**src/rtl/wallace_pkg.sv**
```systemverilog
// Shared definitions for the Wallace multiplier pipeline: operand width,
// result-width helper and the resolver's stage-1 payload.
package wallace_pkg;

    localparam int WALLACE_W    = 8;
    localparam int WALLACE_LO_W = WALLACE_W / 2;
    localparam int WALLACE_HI_W = WALLACE_W - WALLACE_LO_W;

    function automatic int res_w(input int w);
        return w + 2;
    endfunction

    // Low half already resolved; high half still in carry-save form (weights LO_W..W).
    typedef struct packed {
        logic [WALLACE_LO_W-1:0] lo;
        logic                    c_lo;
        logic [WALLACE_HI_W-1:0] u_hi;
        logic [WALLACE_HI_W:0]   v_hi;
    } s1_payload_t;

endpackage

```
**src/rtl/cpa_slice.sv**
```systemverilog
// Parameterised ripple carry adder: N-bit a + b + cin -> N-bit sum and carry out.
module cpa_slice #(
    parameter int N = 4
) (
    input  logic [N-1:0] a,
    input  logic [N-1:0] b,
    input  logic         cin,
    output logic [N-1:0] sum,
    output logic         cout
);

    logic [N:0] carry;

    assign carry[0] = cin;

    for (genvar i = 0; i < N; i++) begin : g_bit
        FullAdder u_fa (
            .a    (a[i]),
            .b    (b[i]),
            .cin  (carry[i]),
            .sum  (sum[i]),
            .cout (carry[i+1])
        );
    end

    assign cout = carry[N];

endmodule

```
**src/rtl/full_adder.sv**
```systemverilog
// One-bit full adder cell used by the ripple carry slices.
module FullAdder (
    input  logic a,
    input  logic b,
    input  logic cin,
    output logic sum,
    output logic cout
);

    assign sum  = a ^ b ^ cin;
    assign cout = (a & b) | (cin & (a ^ b));

endmodule

```
**src/rtl/csa_resolve_adder_pl.sv**
```systemverilog
// Two-stage carry-propagate resolver for the carry-save output of the Wallace tree.
// Optional registered zero flag on the result when CPA_ZERO_FLAG_EN is defined.
module csa_resolve_adder_pl
    import wallace_pkg::*;
#(
    parameter int WIDTH = WALLACE_W
) (
    input  logic                    clk,
    input  logic                    rst_n,
    input  logic                    in_valid,
    output logic                    in_ready,
    input  logic [WIDTH-1:0]        in_u,
    input  logic [WIDTH-1:0]        in_v,
    output logic                    out_valid,
    input  logic                    out_ready,
`ifdef CPA_ZERO_FLAG_EN
    output logic                    out_zero,
`endif
    output logic [res_w(WIDTH)-1:0] out_sum
);

    localparam int LO_W = WIDTH / 2;
    localparam int HI_W = WIDTH - LO_W;

    s1_payload_t               s1_q, s1_d;
    logic                      s1_valid_q, s1_valid_d;
    logic                      out_valid_q, out_valid_d;
    logic [res_w(WIDTH)-1:0]   out_sum_q, out_sum_d;

    logic                      adv2;
    logic                      accept;
    logic [LO_W-1:0]           lo_sum;
    logic                      lo_cout;
    logic [HI_W:0]             hi_sum;
    logic                      hi_cout;

    // v is aligned one place up, so its low-half contribution drops the top v bit.
    cpa_slice #(.N(LO_W)) u_lo_slice (
        .a    (in_u[LO_W-1:0]),
        .b    ({in_v[LO_W-2:0], 1'b0}),
        .cin  (1'b0),
        .sum  (lo_sum),
        .cout (lo_cout)
    );

    cpa_slice #(.N(HI_W + 1)) u_hi_slice (
        .a    ({1'b0, s1_q.u_hi}),
        .b    (s1_q.v_hi),
        .cin  (s1_q.c_lo),
        .sum  (hi_sum),
        .cout (hi_cout)
    );

    always_comb begin
        adv2        = s1_valid_q && (!out_valid_q || out_ready);
        in_ready    = !s1_valid_q || adv2;
        accept      = in_valid && in_ready;

        s1_d        = s1_q;
        s1_valid_d  = s1_valid_q;
        out_valid_d = out_valid_q;
        out_sum_d   = out_sum_q;

        if (accept) begin
            s1_d.lo    = lo_sum;
            s1_d.c_lo  = lo_cout;
            s1_d.u_hi  = in_u[WIDTH-1:LO_W];
            s1_d.v_hi  = in_v[WIDTH-1:LO_W-1];
            s1_valid_d = 1'b1;
        end else if (adv2) begin
            s1_valid_d = 1'b0;
        end

        if (adv2) begin
            out_sum_d   = {hi_cout, hi_sum, s1_q.lo};
            out_valid_d = 1'b1;
        end else if (out_valid_q && out_ready) begin
            out_valid_d = 1'b0;
        end
    end

    always_ff @(posedge clk or negedge rst_n) begin
        if (!rst_n) begin
            s1_q        <= '0;
            s1_valid_q  <= 1'b0;
            out_valid_q <= 1'b0;
            out_sum_q   <= '0;
        end else begin
            s1_q        <= s1_d;
            s1_valid_q  <= s1_valid_d;
            out_valid_q <= out_valid_d;
            out_sum_q   <= out_sum_d;
        end
    end

    assign out_valid = out_valid_q;
    assign out_sum   = out_sum_q;

`ifdef CPA_ZERO_FLAG_EN
    logic lo_zero_q;
    logic out_zero_q;

    // Zero-ness of the low half is captured early so stage 2 only inspects the high sum.
    always_ff @(posedge clk or negedge rst_n) begin
        if (!rst_n) begin
            lo_zero_q  <= 1'b0;
            out_zero_q <= 1'b0;
        end else begin
            if (accept) begin
                lo_zero_q <= (lo_sum == '0);
            end
            if (adv2) begin
                out_zero_q <= lo_zero_q && ({hi_cout, hi_sum} == '0);
            end
        end
    end

    assign out_zero = out_zero_q;
`endif

endmodule
```
**config.mk**
```make
export PLATFORM = sky130hd
export DESIGN_NAME = csa_resolve_adder_pl
export DESIGN_NICKNAME = d
export VERILOG_FILES = /design/src/rtl/wallace_pkg.sv /design/src/rtl/cpa_slice.sv /design/src/rtl/full_adder.sv /design/src/rtl/csa_resolve_adder_pl.sv
export SDC_FILE = /design/constraint.sdc
export NUM_CORES = 1
export LEC_CHECK = 0
export CORE_AREA = 3 3 63 65
export DETAILED_ROUTE_END_ITERATION = 8
export DIE_AREA = 0 0 66 68
export GPL_ROUTABILITY_DRIVEN = 0
export PLACE_DENSITY = 0.56
export SLEW_MARGIN = 20
export SYNTH_ARGS = -nofsm -noshare
export SYNTH_HDL_FRONTEND = slang
export SYNTH_SLANG_ARGS = --single-unit
```
**constraint.sdc**
```tcl
create_clock -name clk -period 6.07 [get_ports clk]
set_input_delay 1.821 -clock clk [delete_from_list [all_inputs] [get_ports clk]]
set_output_delay 1.821 -clock clk [all_outputs]
set_load 0.01 [all_outputs]
```
==> results.cfg <==
[worst_setup_path]
r2r_end = out_sum[8]$_DFFE_PN0P_
cp_data_arrival_time_ps = 2970
worst-r2r-cell-count = 8
cp_max_fo = 3
regToRegSetupSlack_ps = 3550
crit_type = input pin to output pin
crit_required_ps = 4250
r2r-start = s1_q[5]$_DFFE_PN0P_
cp-start-kind = input pin
critPathCaptureType = output pin

[die]
initial_core_util_pct = 35.5
die_h_microns = 68
core_sq_um = 3390
rows = 21
num_io_pins = 32
die_w_microns = 66
die_area_sq_um = 4490

[synth]
avgSynthCellArea_sq_um = 15.6
syn_nets = 105
ys_ff_latch = 26
yosys_warnings = 0
synth_cells = 77
ys_seq_area_share_pct = 54.1
synth_area_sq_um = 1200
synth_cell_types = 12

[grt]
grt_pass1_vias = 726
grt_pass1_wl_microns = 3260
antenna_found_initial = 0
grt_usage_pct = 9.71
overflow = 0
grt_max_degree = 27

[timing]
fin_ws_ps = 1280
fin_crit_ps = 4790
maxSlewViolCount = 0
period_share_pct = 79.0
max_freq_mhz = 209
clock_skew_ps = 2.65
fin_setup_tns_ps = 0
rsz0062_at_grt = false
setup_violations = 0
slew_headroom_pct = 78.6
timing_hold_violations_final = 0
worstMarginPinSlew_ps = 322

[clocking]
cts-root-buf = clkbuf_4
htree_levels = 1
ctsResizeCount = 0
post_cts_buffers = 0
cts_inserted_buffers = 3
clock_path_buffers = 2
clock-sinks = 26
clk_latency_ps = 310
postCtsHoldBufs = 0
clkTransAtPathRegs_ps = 130
cts_tree = done

[routing]
ant_nets = 0
drt-initial-drc-count = 10
wl_microns = 1850
vias = 672
detail_route.wl_per_cell_microns = 11.7
vias_per_cell = 4.25
drc = 0
dr.pass1.iters = 2

[final_layout]
n_antenna_cell = 0
syn_to_final_growth_pct = 33.0
final_cells = 158
most-common-layout-cells = clkdlybuf4s50_1 (31), dfrtp_1 (26), mux2_2 (13), inv_1 (12), mux2_4 (7)
multi_input_area_sq_um = 493
fillers = 311
nets = 141
final_common_cell = clkdlybuf4s50_1
drive_above_1_share_pct = 25.0
seq_area_sq_um = 651

[placement]
port_buffers = 31
dp_slack_ps = 1260
dp_hpwl_microns = 1430
place_inst = 154

[flow_run]
drv_cap = 0

[hold_path]
holdCritPathClass = register to register
hold_end = out_sum[3]$_DFFE_PN0P_
hp-start = s1_q[13]$_DFFE_PN0P_
whs_path_depth = 1

[pwr]
p_leak_nw = 0.740
powerDensity_nw_per_um2 = 311
ir_drop_v = 0.000139
total_power_mw = 0.498

[status]
status = complete, no violations
[stage by stage]
step | cell area [sq um] | hold slack (ps) | util [%]
global route | 1600 | 534 | 47.2
global placement | 1560 | 487 | 46.1
floorplan | 1200 | 477 | -
detailed placement | 1560 | 495 | 46.1
CTS | 1600 | 527 | 47.2
finish | 1600 | 522 | 47.2
[worst max-delay path, cell delays in order]
cell,delay (ps)
clkdlybuf4s50_1,470
nand3b_4,150
clkdlybuf4s50_1,540
[report_power, final]
group	switching, mW	total (mW)	internal, mW
sequential	0.0239	0.241	0.218
clock	0.0495	0.0862	0.0366
combinational	0.0609	0.171	0.110
total	0.134	0.498	0.364
[registers in the layout (all words and copies together) (netlist names)]
signal,cells
out_valid,1
out_sum,10
s1_valid_q,1
s1_q,14
[Yosys cell counts]
cell / count / area share [%]
nand3b_4: 1 / 1.7
fa_1: 6 / 10
mux2_4: 7 / 8.7
inv_1: 12 / 3.7
dfrtp_1: 26 / 54
nand2b_1: 3 / 1.6
mux2_2: 13 / 12
ha_1: 2 / 2.1
nand2_2: 1 / 0.52
mux2i_1: 4 / 3.3
buf_8: 1 / 1.2
nand2_4: 1 / 0.94
[layer usage]
metal | track usage, % | vias up | part of all wire (%)
li1 | - | 318 | -
met1 | 11.7 | 341 | 43
met2 | 17.0 | 11 | 52
met3 | 2.13 | 2 | 4.1
met4 | 3.81 | 0 | 0.65
met5 | 0 | - | 0
[cell families (layout without fill, tap and decap cells)]
group	after synthesis	after routing	share of synthesized area (%)
multiplexers	24	24	24.2
adder cells (fa/ha/maj)	8	8	12.1
flip-flops	26	26	54.1
AND/OR/NAND/NOR	6	6	4.68
buffers and inverters	13	48	4.99
[area by class of cell]
cell class	count	area share, %
Sequential cell	26	40.7
Multi-Input combinational cell	38	30.8
Timing Repair Buffer	32	19.9
Tap cell	46	3.60
Inverter	12	2.81
Clock buffer	4	2.27
[how the worst max path moves through the flow]
stage | from | slack, ps | to
floorplan | out_ready | 2260 | in_ready
global placement | out_ready | 1270 | in_ready
detailed placement | out_ready | 1260 | in_ready
CTS | out_ready | 1260 | in_ready
global route | out_ready | 1250 | in_ready
finish | out_ready | 1280 | in_ready
Note: power is estimated with default switching activity, not from simulation.
